## config.mk

```make
export PLATFORM = sky130hd
export DESIGN_NAME = seg7_scan_driver
export DESIGN_NICKNAME = d
export VERILOG_FILES = /design/src/rtl/seg7_pkg.sv /design/src/rtl/seg7_hex_decoder.sv /design/src/rtl/seg7_scan_driver.sv
export SDC_FILE = /design/constraint.sdc
export NUM_CORES = 1
export LEC_CHECK = 0
export BUFFER_PORTS_ARGS = -buffer_cell sky130_fd_sc_hd__buf_4
export CORE_MARGIN = 2
export CORE_UTILIZATION = 60
export CTS_CLUSTER_DIAMETER = 30
export DETAILED_ROUTE_END_ITERATION = 7
export GPL_TIMING_DRIVEN = 0
export PLACE_DENSITY = 0.93
export SYNTH_ARGS = -nofsm -noshare
export SYNTH_HDL_FRONTEND = slang
export SYNTH_SLANG_ARGS = --single-unit
```

## constraint.sdc

```tcl
create_clock -name clock -period 6.8 [get_ports clock]
set_clock_uncertainty 0.1 [all_clocks]
set_input_delay 0.34 -clock clock [delete_from_list [all_inputs] [get_ports clock]]
set_output_delay 0.34 -clock clock [all_outputs]
set_load 0.02 [all_outputs]
```

## src/rtl/seg7_pkg.sv

```systemverilog
// Shared definitions for the seven-segment scan driver: scan states, blank glyph, hex glyph table.
// Latency: none (types, constants and a pure function only).
// Backpressure: not applicable.
package seg7_pkg;

  // Scan state; the encoding value doubles as the digit index being driven.
  typedef enum logic [1:0] {
    D0 = 2'd0,
    D1 = 2'd1,
    D2 = 2'd2,
    D3 = 2'd3
  } scan_state_t;

  // All segments dark, in active-high gfedcba form (polarity is applied at the pins).
  localparam logic [6:0] SEG_OFF = 7'b0000000;

  // Hex nibble to active-high {g,f,e,d,c,b,a}; letters b and d are lower case.
  function automatic logic [6:0] hex_to_seg(input logic [3:0] nibble);
    logic [6:0] glyph;
    case (nibble)
      4'h0:    glyph = 7'b0111111;
      4'h1:    glyph = 7'b0000110;
      4'h2:    glyph = 7'b1011011;
      4'h3:    glyph = 7'b1001111;
      4'h4:    glyph = 7'b1100110;
      4'h5:    glyph = 7'b1101101;
      4'h6:    glyph = 7'b1111101;
      4'h7:    glyph = 7'b0000111;
      4'h8:    glyph = 7'b1111111;
      4'h9:    glyph = 7'b1101111;
      4'hA:    glyph = 7'b1110111;
      4'hB:    glyph = 7'b1111100;
      4'hC:    glyph = 7'b0111001;
      4'hD:    glyph = 7'b1011110;
      4'hE:    glyph = 7'b1111001;
      default: glyph = 7'b1110001;
    endcase
    return glyph;
  endfunction

endpackage

```

## src/rtl/seg7_hex_decoder.sv

```systemverilog
// Hex nibble to active-high seven-segment pattern.
// Latency: combinational, zero cycles.
// Backpressure: none; output follows the input continuously.
module seg7_hex_decoder
  import seg7_pkg::*;
(
  input  logic [3:0] nibble,
  output logic [6:0] seg
);

  assign seg = hex_to_seg(nibble);

endmodule

```

## src/rtl/seg7_scan_driver.sv

```systemverilog
// Four-digit multiplexed seven-segment driver with refresh prescaler and tear-free staged loads.
// Latency: pins reflect the scan state one cycle after it changes; loads appear at the next frame boundary.
// Backpressure: none; load is always accepted and a later load overwrites an earlier pending one.
module seg7_scan_driver
  import seg7_pkg::*;
#(
  parameter int PRESCALE   = 50000,
  parameter bit ACTIVE_LOW = 1'b1
) (
  input  logic        clock,
  input  logic        reset,
  input  logic [15:0] value,
  input  logic [3:0]  dp,
  input  logic        blank_lz,
  input  logic        load,
  output logic [3:0]  an,
  output logic [6:0]  seg,
  output logic        dp_n,
  output logic        frame_done
);

  localparam int CW = (PRESCALE > 1) ? $clog2(PRESCALE) : 1;
  localparam logic [CW-1:0] LAST = CW'(PRESCALE - 1);

  logic [CW-1:0] pcnt;
  logic          tick;
  logic          boundary;
  scan_state_t   state;

  logic [15:0] stg_value;
  logic [3:0]  stg_dp;
  logic        stg_blz;
  logic        pending;
  logic [15:0] disp_value;
  logic [3:0]  disp_dp;
  logic        disp_blz;

  logic [3:0]  nibble;
  logic        blank;
  logic [6:0]  seg_hex;
  logic [6:0]  seg_ah;
  logic [3:0]  an_ah;

  assign tick     = (pcnt == LAST);
  assign boundary = tick && (state == D3);

  // Prescaler: one tick every PRESCALE cycles paces the digit scan.
  always_ff @(posedge clock or negedge reset) begin
    if (!reset) pcnt <= '0;
    else if (tick) pcnt <= '0;
    else pcnt <= pcnt + 1'b1;
  end

  // Digit scan FSM: rotates D0..D3, stepping once per tick.
  always_ff @(posedge clock or negedge reset) begin
    if (!reset) begin
      state <= D0;
    end else if (tick) begin
      case (state)
        D0:      state <= D1;
        D1:      state <= D2;
        D2:      state <= D3;
        default: state <= D0;
      endcase
    end
  end

  // Staged load: capture into staging, promote to display only at a frame boundary (bypass if coincident).
  always_ff @(posedge clock or negedge reset) begin
    if (!reset) begin
      stg_value  <= '0;
      stg_dp     <= '0;
      stg_blz    <= 1'b0;
      pending    <= 1'b0;
      disp_value <= '0;
      disp_dp    <= '0;
      disp_blz   <= 1'b0;
    end else begin
      if (load) begin
        stg_value <= value;
        stg_dp    <= dp;
        stg_blz   <= blank_lz;
      end
      if (boundary) begin
        pending <= 1'b0;
        if (load) begin
          disp_value <= value;
          disp_dp    <= dp;
          disp_blz   <= blank_lz;
        end else if (pending) begin
          disp_value <= stg_value;
          disp_dp    <= stg_dp;
          disp_blz   <= stg_blz;
        end
      end else if (load) begin
        pending <= 1'b1;
      end
    end
  end

  // Select the current digit's nibble and decide leading-zero blanking; digit0 is never blanked.
  always_comb begin
    nibble = disp_value[3:0];
    blank  = 1'b0;
    case (state)
      D0: nibble = disp_value[3:0];
      D1: begin
        nibble = disp_value[7:4];
        blank  = disp_blz && (disp_value[15:4] == 12'h000);
      end
      D2: begin
        nibble = disp_value[11:8];
        blank  = disp_blz && (disp_value[15:8] == 8'h00);
      end
      default: begin
        nibble = disp_value[15:12];
        blank  = disp_blz && (disp_value[15:12] == 4'h0);
      end
    endcase
  end

  seg7_hex_decoder u_dec (
    .nibble (nibble),
    .seg    (seg_hex)
  );

  assign seg_ah = blank ? SEG_OFF : seg_hex;
  assign an_ah  = 4'b0001 << state;

  // Output registers: polarity applied here so the pins are glitch-free; reset drives everything dark.
  always_ff @(posedge clock or negedge reset) begin
    if (!reset) begin
      an         <= {4{ACTIVE_LOW}};
      seg        <= {7{ACTIVE_LOW}};
      dp_n       <= ACTIVE_LOW;
      frame_done <= 1'b0;
    end else begin
      an         <= an_ah ^ {4{ACTIVE_LOW}};
      seg        <= seg_ah ^ {7{ACTIVE_LOW}};
      dp_n       <= disp_dp[state] ^ ACTIVE_LOW;
      frame_done <= boundary;
    end
  end

endmodule

```

==> results of run 1 <==
critical path, cell delays in order (launching register included):
cell and delay, ps:
dfrtp_1 450, inv_1 130, ha_1 310, a22oi_1 140
a2bb2oi_2 410, inv_1 190, ha_1 280, nor2b_1 140
a32o_1 280, a311oi_1 270, o21ai_1 110
worst min path at each step:
| stage | depth (start not counted) | slack, ps | startpoint | endpoint |
|---|---|---|---|---|
| after detailed placement | 2 | 380 | pending | pending |
| final | 1 | 10 | reset | pcnt[0] |
| after global routing | 1 | 90 | reset | stg_value[0] |
| after floorplan | 0 | -60 | reset | disp_blz |
| after CTS | 1 | 40 | reset | pcnt[0] |
| after global placement | 2 | 370 | pending | pending |
kinds of logic (layout without fill, tap and decap cells):
family          count (synthesis)  count (layout)  share of synthesized area
compound gates                 31              31                     0.0725
xor+xnor                       14              14                     0.0357
fa+ha+maj                      12              12                     0.0437
buf+inv                        20              71                     0.0273
flops                          74              74                      0.544
mux                            47              47                      0.179
simple gates                   55              55                     0.0987
layout make-up:
cell class	instances	area [um^2]	share of cell area
Buffer	6	41.3	0.0104
Clock buffer	12	145	0.0367
Clock inverter	3	17.5	0.00443
Inverter	14	52.6	0.0133
Multi-Input combinational cell	159	1470	0.372
Sequential cell	74	1870	0.472
Tap cell	72	90.1	0.0228
Timing Repair Buffer	36	270	0.0683
state kept, by name (all words and copies together) (netlist names):
name,cells
disp_value,16
pcnt,16
stg_value,16
seg,7
an,4
disp_dp,4
stg_dp,4
state,2
disp_blz,1
dp_n,1
frame_done,1
pending,1
stg_blz,1
through the flow:
step	power, mW	util	instances	instance area (um^2)
CTS	0.794	0.719	376	3960
finish	0.786	0.719	376	3960
global route	0.815	0.719	376	3960
floorplan	0.481	-	253	3430
global placement	0.502	0.689	361	3790
detailed placement	0.505	0.689	361	3790
report_power, final:
group	total (mW)	leakage, nW	switching, mW	internal (mW)
registers	0.456	0.924	0.00315	0.453
logic	0.0400	0.865	0.0198	0.0203
clock network	0.290	0.0822	0.151	0.139
per-layer routing:
metal / up-vias / part of all wire / track usage
met2: 74 / 0.49 / 0.339
met4: 0 / 0.030 / 0.128
li1: 1013 / - / -
met1: 1131 / 0.44 / 0.304
met3: 17 / 0.043 / 0.0464
met5: - / 0 / 0
cell usage in the layout (no fill, tap or decap), drive strengths merged, types with 2 or more instances in the layout:
cell type  Yosys  final
dfrtp         62     62
mux2          44     44
buf            5     41
inv           14     14
clkbuf         1     13
nor2          12     12
ha            12     12
dfstp         12     12
nand2          8      8
nand4          8      8
nand3          8      8
xnor2          7      7
xor2           7      7
nor4           5      5
o21ai          5      5
and4           4      4
a22oi          3      3
a211oi         3      3
a311oi         3      3
a21oi          3      3
o211ai         3      3
a222oi         2      2
nor2b          2      2
mux2i          2      2
clkinv         0      2
and4bb         2      2
==> impl_metrics.ini, run 1 <==
[sta]
fmax_mhz = 348
worstMarginPinSlew_ps = 874
fin_crit_sh = 0.422
rsz0062_at_grt = false
maxSlewHeadroom = 0.417
report.final.slew_viol_count = 0
fin_hold_ws_ps = 12.4
hold_viol = 0
min_period_ps = 2870
setup_viol = 0
setup_ws_ps = 3930
fin_setup_tns_ps = 0

[yosys]
synth_top_area_cell = dfrtp_1
syn_area_um2 = 3430
netlist.area_leader.share = 0.452
synthMostInstantiatedCell = dfrtp_1
yosys_warnings = 0
synth-edff-count = 0
synth_top_cells_by_count = 62 x dfrtp_1, 24 x mux2_2, 20 x mux2_4
synth_nets = 289
syn_area_per_cell_um2 = 13.6
synth.distinct_cells = 50
synth_area_leaders = dfrtp_1 45%, dfstp_2 9.2%, mux2_4 8.7%
async_flop_share = 1.00
yosysSeqAreaShare = 0.544
synth_cells = 253
ys.flop_type = dfrtp_1
ys_ff_latch = 74

[worst_setup_path]
end_kind = flip-flop
r2r-start = state[0]
critical_path_required_ps = 6970
reg2reg_to = seg[0]
regToRegSetupSlack_ps = 3930
start_kind = flip-flop
worstPathArrival_ps = 3040
path_class = flip-flop to flip-flop
reg2regPathDepth = 10
endpoint = seg[0]
crit_fanout = 9
cp-startpoint = state[0]

[drt]
ant_nets = 0
routed_wl_mm = 6.51
drc = 0
viasPerCell = 5.94
first_pass_iters = 4
vias = 2235
wl_per_cell_um = 17.3
drt_iter0_markers = 200

[final_layout]
drive_gt1_frac = 0.391
num-fill-cells = 378
n_antenna_cell = 0
synthToLayoutAreaGrowth_pct = 15.2
fin_nets = 336

[floorplan]
start_util = 0.624
design.portCount = 37
die_y_um = 79.7
rows = 27
core_um2 = 5510
dieWidth_um = 79.7
dieArea_um2 = 6350

[cts]
cts_root_buffer = clkbuf_8
clkLatencyLatePin_ps = 350
clk_pin_slew_ps = 70
cts.sinks = 74
ctsHoldBuffers = 0
numCtsBuffers = 9
ctsResizeCount = 0
cts_tree = yes
clockBufferDepth = 2
cts_max_level = 3
post_cts_buffers = 0

[grt]
grt.total_usage = 0.225
overflow = 0
antenna_found_initial = 0
grt_pass1_wl_mm = 10.7
grt_max_degree = 75
grt_pass1_vias = 2212

[status]
status = completed

[job]
cap_violations = 0

[place]
routabilityCongestion = 0.835
port_buffers = 36
pre_cts_slack_ps = 3990
dp_hpwl_mm = 4.49

[power_and_ir_drop]
ir_worst_vdd_uv = 134
power.static_leakage_nw = 1.87
p_per_area_nw_per_um2 = 199

[hold_path]
min_path_type = input pin to async pin
(Power assumes the default switching activity.)
==> inputs of run 2 (changes only) <==
--- a/config.mk
+++ b/config.mk
@@ -7,11 +7,11 @@
 export LEC_CHECK = 0
 export BUFFER_PORTS_ARGS = -buffer_cell sky130_fd_sc_hd__buf_4
 export CORE_MARGIN = 2
-export CORE_UTILIZATION = 60
+export CORE_UTILIZATION = 52
 export CTS_CLUSTER_DIAMETER = 30
 export DETAILED_ROUTE_END_ITERATION = 7
 export GPL_TIMING_DRIVEN = 0
-export PLACE_DENSITY = 0.93
+export PLACE_DENSITY = 0.87
 export SYNTH_ARGS = -nofsm -noshare
 export SYNTH_HDL_FRONTEND = slang
 export SYNTH_SLANG_ARGS = --single-unit
==> constraint.sdc (replaced) <==
create_clock -name clock -period 2.3 [get_ports clock]
set_clock_uncertainty 0.1 [all_clocks]
set_input_delay 0.115 -clock clock [delete_from_list [all_inputs] [get_ports clock]]
set_output_delay 0.115 -clock clock [all_outputs]
set_load 0.02 [all_outputs]
==> run 2 against run 1 <==
  * Die area rose by 15%
  * Register-to-register slack got worse by 3900 ps
  * Global-route usage fell by 2.5 points
  * Clock power rose to 3.3 times the previous value
  * Core utilization down 2.2 points
  * Hold slack improved by 290 ps
  * Critical endpoint unchanged
  * Largest cell class unchanged
==> impl_metrics.ini, run 2 (synthesis results as in run 1) <==
[power_and_ir_drop]
ir_worst_vdd_uv = 455
p_per_area_nw_per_um2 = 555
power_mw = 2.47
power.static_leakage_nw = 2.05

[cts]
clkLatencyLatePin_ps = 360
cts_root_buffer = clkbuf_8
clk_pin_slew_ps = 80
clockBufferDepth = 2
numCtsBuffers = 9
cts_max_level = 3
cts.sinks = 74
cts_tree = yes

[worst_setup_path]
path_class = flip-flop to flip-flop
worstPathArrival_ps = 2440
critical_path_required_ps = 2470
crit_fanout = 7
start_kind = flip-flop
end_kind = flip-flop

[grt]
grt_max_degree = 75
grt.total_usage = 0.200
overflow = 0
antenna_found_initial = 0
grt_pass1_wl_mm = 11.2
grt_pass1_vias = 2298

[sta]
maxSlewHeadroom = 0.407
setup_viol = 0
fmax_mhz = 440
min_period_ps = 2270
hold_viol = 0
worstMarginPinSlew_ps = 889
report.final.slew_viol_count = 0
fin_crit_sh = 0.988

[floorplan]
dieArea_um2 = 7270
start_util = 0.538
core_um2 = 6390
die_y_um = 85.3
dieWidth_um = 85.3
design.portCount = 37
rows = 29

[hold_path]
min_path_type = input pin to async pin

[final_layout]
final_area_um2 = 4450
n_antenna_cell = 0
drive_gt1_frac = 0.435
synthToLayoutAreaGrowth_pct = 29.5
fin_util = 0.697
mostFrequentLayoutCells = 60 x dfrtp_1, 48 x buf_4, 24 x mux2_2, 24 x dlygate4sd3_1, 20 x mux2_4
final_common_cell = dfrtp_1
fin_nets = 372
biggestRegsByFlops = disp_value (16), pcnt (16), stg_value (16)

[drt]
vias = 2369
viasPerCell = 5.68
drc = 0
first_pass_iters = 4
ant_nets = 0
wl_per_cell_um = 17.1
routed_wl_mm = 7.14
drt_iter0_markers = 109

[job]
cap_violations = 0

[status]
status = completed

[place]
routabilityCongestion = 0.881
port_buffers = 36
dp_hpwl_mm = 4.34
postPlaceCellArea_um2 = 3810
## run 2: layout make-up
class / count / area (um^2)
plain buffers: 6 / 41.3
clock buffers: 10 / 128
clock inverters: 5 / 56.3
fillers: 442 / 1940
inverters: 14 / 62.6
multi-input cells: 160 / 1600
flip-flops and latches: 74 / 1870
well taps: 77 / 96.3
repair buffers: 71 / 593
## run 2: critical path, cell delays in order (launching register included)
cell and delay (ps):
dfrtp_2 480, inv_4 110, ha_4 190, a21oi_2 80, a2bb2oi_4 170, inv_2 70
ha_2 210, nor2b_1 150, a32o_1 280, a311oi_2 260, o21ai_1 90
## run 2: metrics by stage
step / TNS (ps) / worst slack, ps / cells / hold WS, ps
4_1_cts: 0 / 1.15 / 408 / 346
3_5_place_dp: -448 / -310 / 366 / 191
5_1_grt: -47.0 / -47.0 / 417 / 417
6_report: 0 / 27.3 / 417 / 304
2_1_floorplan: -18.3 / -18.3 / 253 / -281
3_3_place_gp: -335 / -262 / 366 / 179
## run 2: repair_timing
| action | in CTS | in global routing |
|---|---|---|
| setup buffers | 3 | 8 |
| endpoints found under the setup margin | 3 | 3 |
| hold endpoints to repair | 84 | 0 |
| hold buffers | 24 | 0 |
| resized for setup | 12 | 10 |
| gates cloned | 0 | 1 |
| pin swaps | 1 | 6 |
## run 2: final timing paths
kind / from / endpoint / slack, ps / cells past startpoint
max in group asynchronous: reset / state[0] / 1160 / 2
min in group clock: stg_dp[1] / stg_dp[1] / 400 / 1
max reg2reg: state[0] / seg[0] / 30 / 10
max: state[0] / seg[0] / 30 / 10
min: reset / pcnt[2] / 300 / 2
min reg2reg: stg_dp[1] / stg_dp[1] / 400 / 1
## run 2: report_power, final
part / internal [mW] / switching (mW)
Clock: 0.493 / 0.478
Sequential: 1.34 / 0.00894
Combinational: 0.0874 / 0.0632
## run 2: metal layers
metal / share of wire / vias to the layer above / GRT usage
met3: 0.052 / 19 / 0.0613
met4: 0.028 / 0 / 0.0779
li1: - / 1096 / -
met5: 0 / - / 0
met1: 0.43 / 1182 / 0.265
met2: 0.49 / 72 / 0.310
==> inputs of run 3 (changes only) <==
--- a/config.mk
+++ b/config.mk
@@ -12,6 +12,7 @@
 export DETAILED_ROUTE_END_ITERATION = 7
 export GPL_TIMING_DRIVEN = 0
 export PLACE_DENSITY = 0.87
+export SETUP_SLACK_MARGIN = 0.05
 export SYNTH_ARGS = -nofsm -noshare
 export SYNTH_HDL_FRONTEND = slang
 export SYNTH_SLANG_ARGS = --single-unit
==> run 3 against run 2 <==
  * Critical path type unchanged
  * Combinational power barely moved
  * Global-route usage about the same
  * The flow now finishes with violations (setup timing)
  * Largest cell class unchanged
  * Sequential power about the same
==> impl_metrics.ini, run 3 (synthesis results as in run 1) <==
[final_layout]
fin_util = 0.693
final_common_cell = dfrtp_1
biggestRegsByFlops = disp_value (16), pcnt (16), stg_value (16)
n_antenna_cell = 0
drive_gt1_frac = 0.432
num-fill-cells = 449
multi_input_area_um2 = 1570
mostFrequentLayoutCells = 60 x dfrtp_1, 49 x buf_4, 24 x mux2_2, 24 x dlygate4sd3_1, 20 x mux2_4
seqCellArea_um2 = 1870
synthToLayoutAreaGrowth_pct = 28.9
fin_nets = 372

[floorplan]
rows = 29
core_um2 = 6390
die_y_um = 85.3
dieWidth_um = 85.3
start_util = 0.538
design.portCount = 37
dieArea_um2 = 7270

[cts]
clockBufferDepth = 2
cts_max_level = 3
cts_root_buffer = clkbuf_8
cts_tree = yes
clkLatencyLatePin_ps = 360
numCtsBuffers = 9
clk_pin_slew_ps = 80
cts.sinks = 74

[sta]
maxSlewHeadroom = 0.414
setup_ws_ps = -0.576
setup_viol = 1
min_period_ps = 2300
fin_setup_tns_ps = -0.576
fin_crit_sh = 1.00
rsz0062_at_grt = true
fmax_mhz = 435
report.final.slew_viol_count = 0
worstMarginPinSlew_ps = 879
hold_viol = 0

[place]
routabilityCongestion = 0.881
pre_cts_slack_ps = -310
dp_hpwl_mm = 4.34
port_buffers = 36

[worst_setup_path]
regToRegSetupSlack_ps = -0.6
start_kind = flip-flop
crit_fanout = 6
path_class = flip-flop to flip-flop
max_stage_delay_ps = 470
cp_slowest_cell = dfrtp_2
end_kind = flip-flop
r2r-start = state[0]
reg2reg_to = seg[0]
crit_chain = inv_4, ha_4, a21oi_1, a2bb2oi_4, inv_2, ha_1, nor2b_1, a32o_1, a311oi_2, o21ai_1
reg2regPathDepth = 10
worstPathArrival_ps = 2470
critical_path_required_ps = 2470

[drt]
viasPerCell = 5.67
drc = 0
wl_per_cell_um = 16.8
vias = 2363
first_pass_iters = 4
routed_wl_mm = 7.00
drt_iter0_markers = 121
ant_nets = 0

[hold_path]
min_path_type = input pin to async pin

[status]
status = finished, violations left
violations = setup timing

[grt]
overflow = 0
grt_pass1_vias = 2284
antenna_found_initial = 0
grt_max_degree = 75
grt_pass1_wl_mm = 11.2
grt.total_usage = 0.200

[power_and_ir_drop]
p_per_area_nw_per_um2 = 556
power.static_leakage_nw = 2.04
ir_worst_vdd_uv = 449

[job]
cap_violations = 0
-- run 3: area by class of cell --
type                       count  share of cell area
timing repair buffer          72               0.136
multi-input combinational    159               0.355
clock buffer                  10              0.0288
inverter                      14              0.0141
tap                           77              0.0218
buffer                         6             0.00932
sequential                    74               0.422
clock inverter                 5              0.0127
-- run 3: what timing repair did --
| action | 4_1_cts | 5_1_grt |
|---|---|---|
| hold endpoints to repair | 84 | 0 |
| buffers inserted | 3 | 9 |
| setup endpoints to repair | 3 | 4 |
| pin swaps | 2 | 6 |
| hold buffers | 24 | 0 |
| gates resized for setup | 14 | 6 |
-- run 3: critical path: cells and delay by family (launching register included) --
kind                     cells  cell delay [ps]
AND/OR/NAND/NOR              1              170
AO/OA/AOI/OAI                5              880
adder cells (fa/ha/maj)      2              410
flip-flops                   1              470
buffers and inverters        2              190
-- run 3: metal layers --
layer / track usage / vias to the layer above / wire (um) / share of wire
met3: 0.0623 / 20 / 349 / 0.050
met5: 0 / - / 0 / 0
met1: 0.265 / 1173 / 3060 / 0.44
met4: 0.0808 / 0 / 184 / 0.026
li1: - / 1092 / - / -
met2: 0.308 / 78 / 3400 / 0.49
-- run 3: worst max path at each step --
stage          startpoint  endpoint
2_1_floorplan    state[0]    seg[0]
3_3_place_gp     state[1]    seg[0]
3_5_place_dp     state[1]    seg[0]
4_1_cts          state[0]    seg[0]
5_1_grt          state[0]    seg[0]
6_report         state[0]    seg[0]
-- run 3: metrics by stage --
stage / cell area [um^2] / hold slack (ps) / std cells / power, mW
2_1_floorplan: 3450 / -281 / 253 / 1.42
3_3_place_gp: 3810 / 179 / 366 / 1.49
3_5_place_dp: 3810 / 191 / 366 / 1.49
4_1_cts: 4330 / 346 / 408 / 2.48
5_1_grt: 4430 / 416 / 417 / 2.57
6_report: 4430 / 316 / 417 / 2.46
-- run 3: where the power goes --
| group | internal, mW | leakage (nW) | switching, mW |
|---|---|---|---|
| registers | 1.34 | 0.920 | 0.00901 |
| clock network | 0.493 | 0.0921 | 0.473 |
| logic | 0.0874 | 1.03 | 0.0631 |
